[src/rtl/dcfeb_xfer_pkg.sv]
// Shared definitions for the DCFEB sample transfer sequencer.
//   xfer_state_t : sequencer state encoding, also driven onto XSTATE for debug
//   DEF_*        : default event geometry and timing
//   clog2        : index width helper, never returns less than 1
package dcfeb_xfer_pkg;

    typedef enum logic [2:0] {
        ST_IDLE  = 3'd0,
        ST_WAIT  = 3'd1,
        ST_L1A   = 3'd2,
        ST_XFER  = 3'd3,
        ST_STALL = 3'd4
    } xfer_state_t;

    localparam int unsigned DEF_NCHIP    = 6;
    localparam int unsigned DEF_NCHAN    = 16;
    localparam int unsigned DEF_WAIT_CYC = 4;
    localparam int unsigned DEF_L1A_CYC  = 6;

    function automatic int unsigned clog2(input int unsigned v);
        int unsigned r;
        r = 0;
        for (int unsigned i = 0; i < 32; i++) begin
            if ((64'd1 << i) < 64'(v)) begin
                r = i + 1;
            end
        end
        return (r == 0) ? 1 : r;
    endfunction

endpackage

[src/rtl/xfer_addr_ctr.sv]
// Nested CHIP/CHAN word address counter. CHIP is the inner loop and wraps at
// NCHIP-1; CHAN steps when CHIP wraps and wraps at NCHAN-1.
//   CLK, RST   : clock, asynchronous active-high reset
//   clear      : return to word (0,0); overrides advance
//   advance    : step to the next word
//   chip, chan : registered address of the current word
//   first_nxt  : address being loaded this cycle is (0,0)
//   last_nxt   : address being loaded this cycle is (NCHAN-1,NCHIP-1)
//   last_cur   : current address is the final word of the event
module xfer_addr_ctr
    import dcfeb_xfer_pkg::*;
#(
    parameter int unsigned NCHIP = DEF_NCHIP,
    parameter int unsigned NCHAN = DEF_NCHAN,
    parameter int unsigned CPW   = clog2(NCHIP),
    parameter int unsigned CNW   = clog2(NCHAN)
) (
    input  logic           CLK,
    input  logic           RST,
    input  logic           clear,
    input  logic           advance,
    output logic [CPW-1:0] chip,
    output logic [CNW-1:0] chan,
    output logic           first_nxt,
    output logic           last_nxt,
    output logic           last_cur
);

    localparam logic [CPW-1:0] CHIP_MAX = CPW'(NCHIP - 1);
    localparam logic [CNW-1:0] CHAN_MAX = CNW'(NCHAN - 1);

    logic [CPW-1:0] chip_n;
    logic [CNW-1:0] chan_n;

    always_comb begin
        chip_n = chip;
        chan_n = chan;
        if (clear) begin
            chip_n = '0;
            chan_n = '0;
        end else if (advance) begin
            if (chip == CHIP_MAX) begin
                chip_n = '0;
                chan_n = (chan == CHAN_MAX) ? '0 : chan + CNW'(1);
            end else begin
                chip_n = chip + CPW'(1);
            end
        end
    end

    always_ff @(posedge CLK or posedge RST) begin
        if (RST) begin
            chip <= '0;
            chan <= '0;
        end else begin
            chip <= chip_n;
            chan <= chan_n;
        end
    end

    assign first_nxt = (chip_n == '0) && (chan_n == '0);
    assign last_nxt  = (chip_n == CHIP_MAX) && (chan_n == CHAN_MAX);
    assign last_cur  = (chip == CHIP_MAX) && (chan == CHAN_MAX);

endmodule

[src/rtl/sample_xfer_seq.sv]
// Per-L1A sequencer moving one event of buffered ADC samples into the readout
// path: WAIT for WAIT_CYC cycles, strobe the L1A/header FIFO for L1A_CYC
// cycles, then stream NCHIP*NCHAN sample words, pausing while HOLD is high.
//   CLK, RST  : clock, asynchronous active-high reset
//   RDY       : event samples ready (level)
//   JTAG_MODE : JTAG owns the FIFOs; blocks new event starts only
//   HOLD      : downstream full; freezes the word stream
//   L1A_RD_EN : L1A/header FIFO read strobe
//   RDENA     : sample read enable, one word per high cycle
//   CHIP/CHAN : address of the current word
//   FIRST     : with RDENA on word (0,0)
//   LAST      : with RDENA on the final word
//   DONE      : one-cycle pulse after the final word
//   BUSY      : sequencer not idle
//   XSTATE    : state encoding for debug
module sample_xfer_seq
    import dcfeb_xfer_pkg::*;
#(
    parameter int unsigned NCHIP    = DEF_NCHIP,
    parameter int unsigned NCHAN    = DEF_NCHAN,
    parameter int unsigned WAIT_CYC = DEF_WAIT_CYC,
    parameter int unsigned L1A_CYC  = DEF_L1A_CYC,
    parameter int unsigned CPW      = clog2(NCHIP),
    parameter int unsigned CNW      = clog2(NCHAN)
) (
    input  logic           CLK,
    input  logic           RST,
    input  logic           RDY,
    input  logic           JTAG_MODE,
    input  logic           HOLD,
    output logic           L1A_RD_EN,
    output logic           RDENA,
    output logic [CPW-1:0] CHIP,
    output logic [CNW-1:0] CHAN,
    output logic           FIRST,
    output logic           LAST,
    output logic           DONE,
    output logic           BUSY,
    output logic [2:0]     XSTATE
);

    localparam int unsigned CNT_MAX = (WAIT_CYC > L1A_CYC) ? WAIT_CYC : L1A_CYC;
    localparam int unsigned CW      = clog2(CNT_MAX);
    localparam logic [CW-1:0] WAIT_LAST = CW'(WAIT_CYC - 1);
    localparam logic [CW-1:0] L1A_LAST  = CW'(L1A_CYC - 1);

    xfer_state_t   state;
    xfer_state_t   nextstate;
    logic [CW-1:0] cnt;
    logic [CW-1:0] cnt_nxt;
    logic          start_ok;
    logic          addr_clear;
    logic          addr_adv;
    logic          first_nxt;
    logic          last_nxt;
    logic          last_cur;

    assign start_ok = RDY & ~JTAG_MODE;

    always_comb begin
        nextstate = ST_IDLE;
        cnt_nxt   = '0;
        case (state)
            ST_IDLE: begin
                nextstate = start_ok ? ST_WAIT : ST_IDLE;
            end
            ST_WAIT: begin
                if (cnt == WAIT_LAST) begin
                    nextstate = ST_L1A;
                end else begin
                    nextstate = ST_WAIT;
                    cnt_nxt   = cnt + CW'(1);
                end
            end
            ST_L1A: begin
                if (cnt == L1A_LAST) begin
                    nextstate = ST_XFER;
                end else begin
                    nextstate = ST_L1A;
                    cnt_nxt   = cnt + CW'(1);
                end
            end
            ST_XFER: begin
                // The final word always completes, even with HOLD high;
                // a pending start chains straight into the next WAIT.
                if (last_cur) begin
                    nextstate = start_ok ? ST_WAIT : ST_IDLE;
                end else if (HOLD) begin
                    nextstate = ST_STALL;
                end else begin
                    nextstate = ST_XFER;
                end
            end
            ST_STALL: begin
                nextstate = HOLD ? ST_STALL : ST_XFER;
            end
            default: begin
                nextstate = ST_IDLE;
            end
        endcase
    end

    // Every XFER cycle consumes a word, so the address moves on even when
    // HOLD sends us to STALL; STALL then shows the next un-read word.
    assign addr_adv   = (state == ST_XFER);
    assign addr_clear = (nextstate != ST_XFER) && (nextstate != ST_STALL);

    xfer_addr_ctr #(
        .NCHIP (NCHIP),
        .NCHAN (NCHAN),
        .CPW   (CPW),
        .CNW   (CNW)
    ) u_addr (
        .CLK       (CLK),
        .RST       (RST),
        .clear     (addr_clear),
        .advance   (addr_adv),
        .chip      (CHIP),
        .chan      (CHAN),
        .first_nxt (first_nxt),
        .last_nxt  (last_nxt),
        .last_cur  (last_cur)
    );

    always_ff @(posedge CLK or posedge RST) begin
        if (RST) begin
            state     <= ST_IDLE;
            cnt       <= '0;
            L1A_RD_EN <= 1'b0;
            RDENA     <= 1'b0;
            FIRST     <= 1'b0;
            LAST      <= 1'b0;
            DONE      <= 1'b0;
            BUSY      <= 1'b0;
        end else begin
            state     <= nextstate;
            cnt       <= cnt_nxt;
            L1A_RD_EN <= (nextstate == ST_L1A);
            RDENA     <= (nextstate == ST_XFER);
            FIRST     <= (nextstate == ST_XFER) && first_nxt;
            LAST      <= (nextstate == ST_XFER) && last_nxt;
            DONE      <= (state == ST_XFER) && last_cur;
            BUSY      <= (nextstate != ST_IDLE);
        end
    end

    assign XSTATE = state;

endmodule

[config.mk]
export PLATFORM = sky130hd
export DESIGN_NAME = sample_xfer_seq
export DESIGN_NICKNAME = d
export VERILOG_FILES = /design/src/rtl/dcfeb_xfer_pkg.sv /design/src/rtl/xfer_addr_ctr.sv /design/src/rtl/sample_xfer_seq.sv
export SDC_FILE = /design/constraint.sdc
export NUM_CORES = 1
export LEC_CHECK = 0
export BUFFER_PORTS_ARGS = -buffer_cell sky130_fd_sc_hd__buf_2
export CAP_MARGIN = 20
export CORE_MARGIN = 5
export CORE_UTILIZATION = 35
export DETAILED_ROUTE_END_ITERATION = 6
export GPL_ROUTABILITY_DRIVEN = 0
export HOLD_SLACK_MARGIN = 0.12
export PLACE_DENSITY = 0.56
export SLEW_MARGIN = 20
export SYNTH_ARGS = -nofsm -noshare
export SYNTH_HDL_FRONTEND = slang
export SYNTH_HIERARCHICAL = 1
export SYNTH_SLANG_ARGS = --single-unit
[constraint.sdc]
create_clock -name CLK -period 2.4 [get_ports CLK]
set_input_delay 0.48 -clock CLK [delete_from_list [all_inputs] [get_ports CLK]]
set_output_delay 0.48 -clock CLK [all_outputs]
set_load 0.1 [all_outputs]
[Word-level counts from Yosys, hierarchy flattened]
Index checks and enable logic that the tools add are counted.
Operators by class
  add/subtract/negate cells: 3
  bitwise logic cells: 2
  multiplexer cells: 16
  reduce and logical (&&, ||, !) cells: 11
  equal/unequal tests: 14
Operators by type and width (number)
  3-bit two-way mux: 7
  4-bit two-way mux: 4
  3-bit by 2-bit equality test with 1-bit output (second input constant): 5
  3-bit case mux with 5 select lines: 1
  3-bit equality test (second input constant): 4
  4-bit equality test (second input constant): 2
  1-bit logical AND: 7
  3-bit by 1-bit adder with 3-bit output (second input constant): 2
  3-bit logical NOT: 2
  3-bit case mux with 2 select lines: 1
  4-bit by 1-bit adder with 4-bit output (second input constant): 1
  4-bit logical NOT: 1
  3-bit by 1-bit equality test with 1-bit output (second input constant): 1
  3-bit by 2-bit inequality test with 1-bit output (second input constant): 1
  3-bit inequality test (second input constant): 1
  3-bit nonzero test: 1
  1-bit two-way mux: 2
  2-bit two-way mux: 1
  1-bit bitwise AND: 1
  1-bit inverter: 1
Word-level totals
  input port bits: 5
  logic and storage cells: 56
  output and inout port bits: 16
  register bits: 19

[Depth between registers and ports, before layout]
  word-level depth: 11
  mapped depth: 12
  gate-level depth less buffers: 12

[Modules after synthesis]
The synthesis kept the hierarchy.
By module, submodules not included
  sample_xfer_seq: seq. area each 300.3 um2, instances 1, cells an instance 68, area each 670.6 um2
  xfer_addr_ctr: seq. area each 175.2 um2, instances 1, cells an instance 51, area each 430.4 um2

[Worst setup path before layout]
OpenSTA, ideal clock, no wires.
  kind: register to register
  start point: register u_addr.chan[0]
  end point: register LAST
  period minus slack after synthesis: 3.189 ns
  data arrival time: 3.059 ns
  cell stages (with the launch flop): 13
  setup slack: -0.789 ns
  setup time: 0.129 ns
  data required time: 2.271 ns
  path buffers: 0
  cell sequence: dfrtp_1 -> ha_1 -> nand3_1 -> nor2_1 -> nor3b_1 -> o21a_1 -> o32ai_2 -> nor2b_1 -> nor2_1 -> and3_1 -> and4_1 -> inv_1 -> nor2_1
On the way
  longest elaborated chain between the ends: 10
  elaborated cells between the ends (all ways): 18
  those cells by class: add/sub (1); eq/ne (6); mux (7); reduce/logical (4)
Ends and longest elaborated chain
  start: declaration: RTL line xfer_addr_ctr.sv:23  | output logic [CNW-1:0] chan,
  start signal: assignment: RTL line xfer_addr_ctr.sv:57  | chan <= chan_n;
  4-bit equality test *: RTL line xfer_addr_ctr.sv:63  | assign last_cur = (chip == CHIP_MAX) && (chan == CHAN_MAX);
  1-bit logical AND *: RTL line xfer_addr_ctr.sv:63
  net last_cur: RTL line sample_xfer_seq.sv:56  | logic last_cur;
  3-bit two-way mux *: RTL line sample_xfer_seq.sv:86  | if (last_cur) begin
  3-bit case mux with 5 select lines *: RTL line sample_xfer_seq.sv:63  | case (state)
  3-bit by 2-bit inequality test with 1-bit output or 3-bit inequality test (tied branches): RTL line sample_xfer_seq.sv:106  | assign addr_clear = (nextstate != ST_XFER) && (nextstate != ST_STALL);
  1-bit logical AND *: RTL line sample_xfer_seq.sv:106
  net addr_clear: RTL line sample_xfer_seq.sv:52  | logic addr_clear;
  3-bit two-way mux *: RTL line xfer_addr_ctr.sv:38  | if (clear) begin
  net u_addr.chip_n[0]: RTL line xfer_addr_ctr.sv:32  | logic [CPW-1:0] chip_n;
  3-bit equality test *: RTL line xfer_addr_ctr.sv:62  | assign last_nxt = (chip_n == CHIP_MAX) && (chan_n == CHAN_MAX);
  1-bit logical AND *: RTL line xfer_addr_ctr.sv:62
  net last_nxt: RTL line sample_xfer_seq.sv:55  | logic last_nxt;
  1-bit logical AND *: RTL line sample_xfer_seq.sv:141  | LAST <= (nextstate == ST_XFER) && last_nxt;
  end signal: assignment: RTL line sample_xfer_seq.sv:141
  end: declaration: RTL line sample_xfer_seq.sv:36  | output logic LAST,
The timed path passes the listed nets; every way through them passes the cells marked *.

[Final worst setup path]
  start point: register cnt[0]
  end point: register LAST
On the way
  longest elaborated chain between the ends: 9
  elaborated cells between the ends (all ways): 15
  those cells by class: eq/ne (7); mux (5); reduce/logical (3)
Ends and longest elaborated chain
  start: declaration: RTL line sample_xfer_seq.sv:49  | logic [CW-1:0] cnt;
  start signal: assignment: RTL line sample_xfer_seq.sv:137  | cnt <= cnt_nxt;
  3-bit equality test or 3-bit by 2-bit equality test with 1-bit output (tied branches): RTL line sample_xfer_seq.sv:76, sample_xfer_seq.sv:68
  1-bit two-way mux or 2-bit two-way mux (tied branches): RTL line sample_xfer_seq.sv:76, sample_xfer_seq.sv:68
  3-bit case mux with 5 select lines *: RTL line sample_xfer_seq.sv:63
  3-bit by 2-bit inequality test with 1-bit output or 3-bit inequality test (tied branches): RTL line sample_xfer_seq.sv:106
  1-bit logical AND *: RTL line sample_xfer_seq.sv:106
  net addr_clear: RTL line sample_xfer_seq.sv:52
  3-bit two-way mux *: RTL line xfer_addr_ctr.sv:38
  net u_addr.chip_n[0]: RTL line xfer_addr_ctr.sv:32
  3-bit equality test *: RTL line xfer_addr_ctr.sv:62
  1-bit logical AND *: RTL line xfer_addr_ctr.sv:62
  net last_nxt: RTL line sample_xfer_seq.sv:55
  1-bit logical AND *: RTL line sample_xfer_seq.sv:141
Marked as above.

==> metrics.md <==
| Metric | Value |
|---|---|
| Maximum VDD drop | `about 0.00041 V` |
| Endpoints failing setup | `0` |
| Placement row count | `20` |
| Number of synthesis warnings | `6` |
| Number of filler cells placed in the layout | `about 300` |
| Number of sinks on the clock net | `19` |
| Fin. Hold Viols | `0` |
| Commonest non-fill, non-tap cells in the layout | `sky130_fd_sc_hd__buf_2 (20), sky130_fd_sc_hd__inv_1 (11), sky130_fd_sc_hd__nand2_1 (11)` |
| Post-synth EDFFs | `0` |
| Pin count of the biggest net entering global routing | `15` |
| Delay of the slowest cell on the worst path | `0.42 ns` |
| Level count of the clock H-tree | `1` |
| Cells along the critical path | `ha_1 > ha_2 > nor4b_2 > a31o_1 > o32ai_4 > nor2b_4 > nor2_2 > and3_1 > and4_1 > inv_1 > nor2_1` |
| Maximum fanout encountered on the critical timing path | `5` |
| Capturing element type of the critical path | `flip-flop` |
| Clock period minus worst slack | `2.28 ns` |
| Io pins | `21` |
| Net count, final | `157` |
| Chip width | `between 60 and 70 um` |
| Worst path arrival time | `approximately 2.5 ns` |
| Root Buffer | `sky130_fd_sc_hd__clkbuf_4` |
| Startpoint types | `flip-flop` |
| Required time at the endpoint of the critical path | `2.64 ns` |
| Outcome | `completed` |
| Total overflow reported by the global router | `0` |
| Crit path buffers/inverters | `1` |
| Area taken by multi-input logic gates | `621 sq um` |
| Total of buffers placed on input and output ports | `20` |
| Initial core utilization | `36.4%` |
| Fraction of layout instances using a drive strength above 1 | `35.6%` |
| Routed wire length | `2.53 mm` |
| Worst clock skew | `around 0.0071 ns` |
| Post-Syn Nets | `129` |
| PD cells | `around 1100 nW/um^2` |
| Share of flip-flops with an asynchronous set or reset | `100%` |
| Cell with the largest stage delay on the worst path | `sky130_fd_sc_hd__dfrtp_1` |
| Cell accounting for the most synthesized area | `sky130_fd_sc_hd__dfrtp_1` |
| Commonest non-fill, non-tap cell in the layout | `sky130_fd_sc_hd__buf_2` |
| Maximum buffer depth of the clock tree | `2` |
| Classification of the worst-slack hold path | `in -> reg` |
| Category of the critical setup timing path | `reg -> reg` |
| Standard cell core area | `between 3000 and 4000 sq um` |
| Final Max Tran Viols | `0` |
| Layout-stage area growth over the synthesis result | `26.0%` |
| Static Leakage | `0.626 nW` |
| Y dimension of the die | `66.1 um` |
| Sum of negative setup slack | `0 ns` |
| Share of synthesized area occupied by flip-flops and latches | `43.2%` |
| Max-cap check violation count | `0` |
| Worst path top cell family by delay | `simple AND/OR/NAND/NOR gates` |
| Insertion delay of the later-clocked pin in the worst-skew pair | `0.30 ns` |
| Non-filler cells, final | `190` |
| Number of antenna violations at the first check in global routing | `0` |
| Count of inserted antenna diode cells | `0` |
| Unique cell type count in the Yosys netlist | `39` |
| Count of antenna-violating nets left after detailed routing | `0` |
| First-pass GRT wire length | `4.38 mm` |
| Cells after synthesis | `119` |
| Worst Hold Launch | `HOLD` |
| Post-detailed-route wirelength per cell | `13.3 um` |
| Average footprint of a synthesized cell | `9.25 sq um` |
| Number of flip-flops and latches in the synthesized netlist | `19` |
| Number of global-route vias before repair | `1019` |
| Combined area of all synthesized cells | `1100 sq um` |
| Sequential cell area | `495 sq um` |
| Relative slew slack | `67.5%` |
| DR vias | `between 900 and 1000` |
| Routed via count divided by cell count | `5.17` |
| Reg-to-Reg Start | `cnt[0]$_DFF_PP0_` |
| Global-route usage over all layers | `between 10% and 20%` |
| Overall power consumption | `0.00152 W` |
| Detail Placement HPWL | `between 1.5 and 2 mm` |
| Top FF cell, synth | `sky130_fd_sc_hd__dfrtp_1` |
| Pre-antenna DRT Iters | `4` |
| Post-route clock period utilization | `about 95%` |
| Pin slew with the least headroom to its limit | `0.490 ns` |
| Initial DRC Count | `68` |
| Clock tree from TritonCTS | `yes` |
| Unrepaired setup endpoints after global routing | `no` |
| Highest clock rate | `438 MHz` |
| Total Die Area | `4370 sq um` |
| DRC errors left | `0` |
| Clock edge transition at the registers on the reported setup and hold paths | `0.12 ns` |
| Number of cells after detailed placement | `181` |
| Clock buffer count from CTS | `3` |
| Cells taking the most area after synthesis | `sky130_fd_sc_hd__dfrtp_1 (43%), sky130_fd_sc_hd__ha_1 (5.7%), sky130_fd_sc_hd__inv_1 (3.8%)` |
| Beginning of the critical path | `cnt[0]$_DFF_PP0_` |
| Portion of synthesized cell area occupied by the leading cell type | `43.2%` |
==> layer usage <==
layer | GRT usage (%) | part of all wire, % | vias up
li1 | - | - | 473
met1 | 14.0 | 41 | 476
met2 | 23.0 | 52 | 30
met3 | 4.59 | 5.1 | 4
met4 | 3.55 | 1.5 | 0
met5 | 0 | 0 | -
==> per-stage QoR <==
step           cell area, sq um  util [%]  worst slack, ns  hold WS (ns)
2_1_floorplan              1140         -           0.0249         0.283
3_3_place_gp               1280      42.3           0.0262         0.449
3_5_place_dp               1280      42.3          -0.0587         0.441
4_1_cts                    1340      44.2          0.00179         0.458
5_1_grt                    1390      45.8          0.00730         0.440
6_report                   1390      45.8            0.116         0.473
==> synth_stat cells (all sizes together) (2+ instances only) <==
master	instances
a21oi	8
a31oi	2
and3	2
buf	3
dfrtp	19
ha	5
inv	11
nand2	11
nand2b	3
nand3	2
nand3b	2
nor2	10
nor2b	5
nor3	3
nor3b	3
nor4b	2
o21a	2
o21ai	2
o21bai	3
o22ai	2
o32ai	2
or2	2
xnor2	2
==> final timing paths <==
path	endpoint	slack (ns)	cells past startpoint
setup / recovery	LAST$_DFF_PP0_	0.12	11
hold / removal	XSTATE[2]$_DFF_PP0_	0.47	2
setup reg to reg	LAST$_DFF_PP0_	0.12	11
hold reg to reg	cnt[0]$_DFF_PP0_	0.49	1
max in group asynchronous	XSTATE[0]$_DFF_PP0_	1.32	3
min in group asynchronous	u_addr/chip[2]$_DFF_PP0_	0.65	3
==> flip-flops by register name, indices dropped and copies added, names as in the netlist <==
name and cells:
DONE 1, L1A_RD_EN 1, LAST 1, cnt 3, FIRST 1, u_addr/chan 4
BUSY 1, RDENA 1, u_addr/chip 3, XSTATE 3
==> where the power goes <==
part	internal (W)	total [W]	switching [W]
Clock	0.0000621	0.000167	0.000105
Sequential	0.000393	0.000480	0.0000874
Combinational	0.000251	0.000877	0.000626
==> cells by family (layout without fill, tap and decap cells) <==
logic type      Yosys count  after routing  share of synthesized area [%]
mux                       1              1                          0.909
buf+inv                  14             41                           6.14
simple gates             52             52                           26.4
compound gates           26             26                           16.1
flops                    19             19                           43.2
fa+ha+maj                 5              5                           5.68
xor+xnor                  2              2                           1.59
==> area by class of cell <==
class	instances	share of cell area, %
timing repair buffer	26	10.6
tap	44	3.97
sequential	19	35.7
clock buffer	3	1.62
multi-input combinational	86	44.7
inverter	11	2.98
clock inverter	1	0.361
==> timing repair <==
action | 4_1_cts | 5_1_grt
resized for setup | 1 | 7
setup endpoints to repair | 1 | 1
setup buffers | 2 | 2
hold buffers | 1 | 0
endpoints found under the hold margin | 7 | 0
pin swaps | 0 | 2
Power figures use the tool's default switching activity.
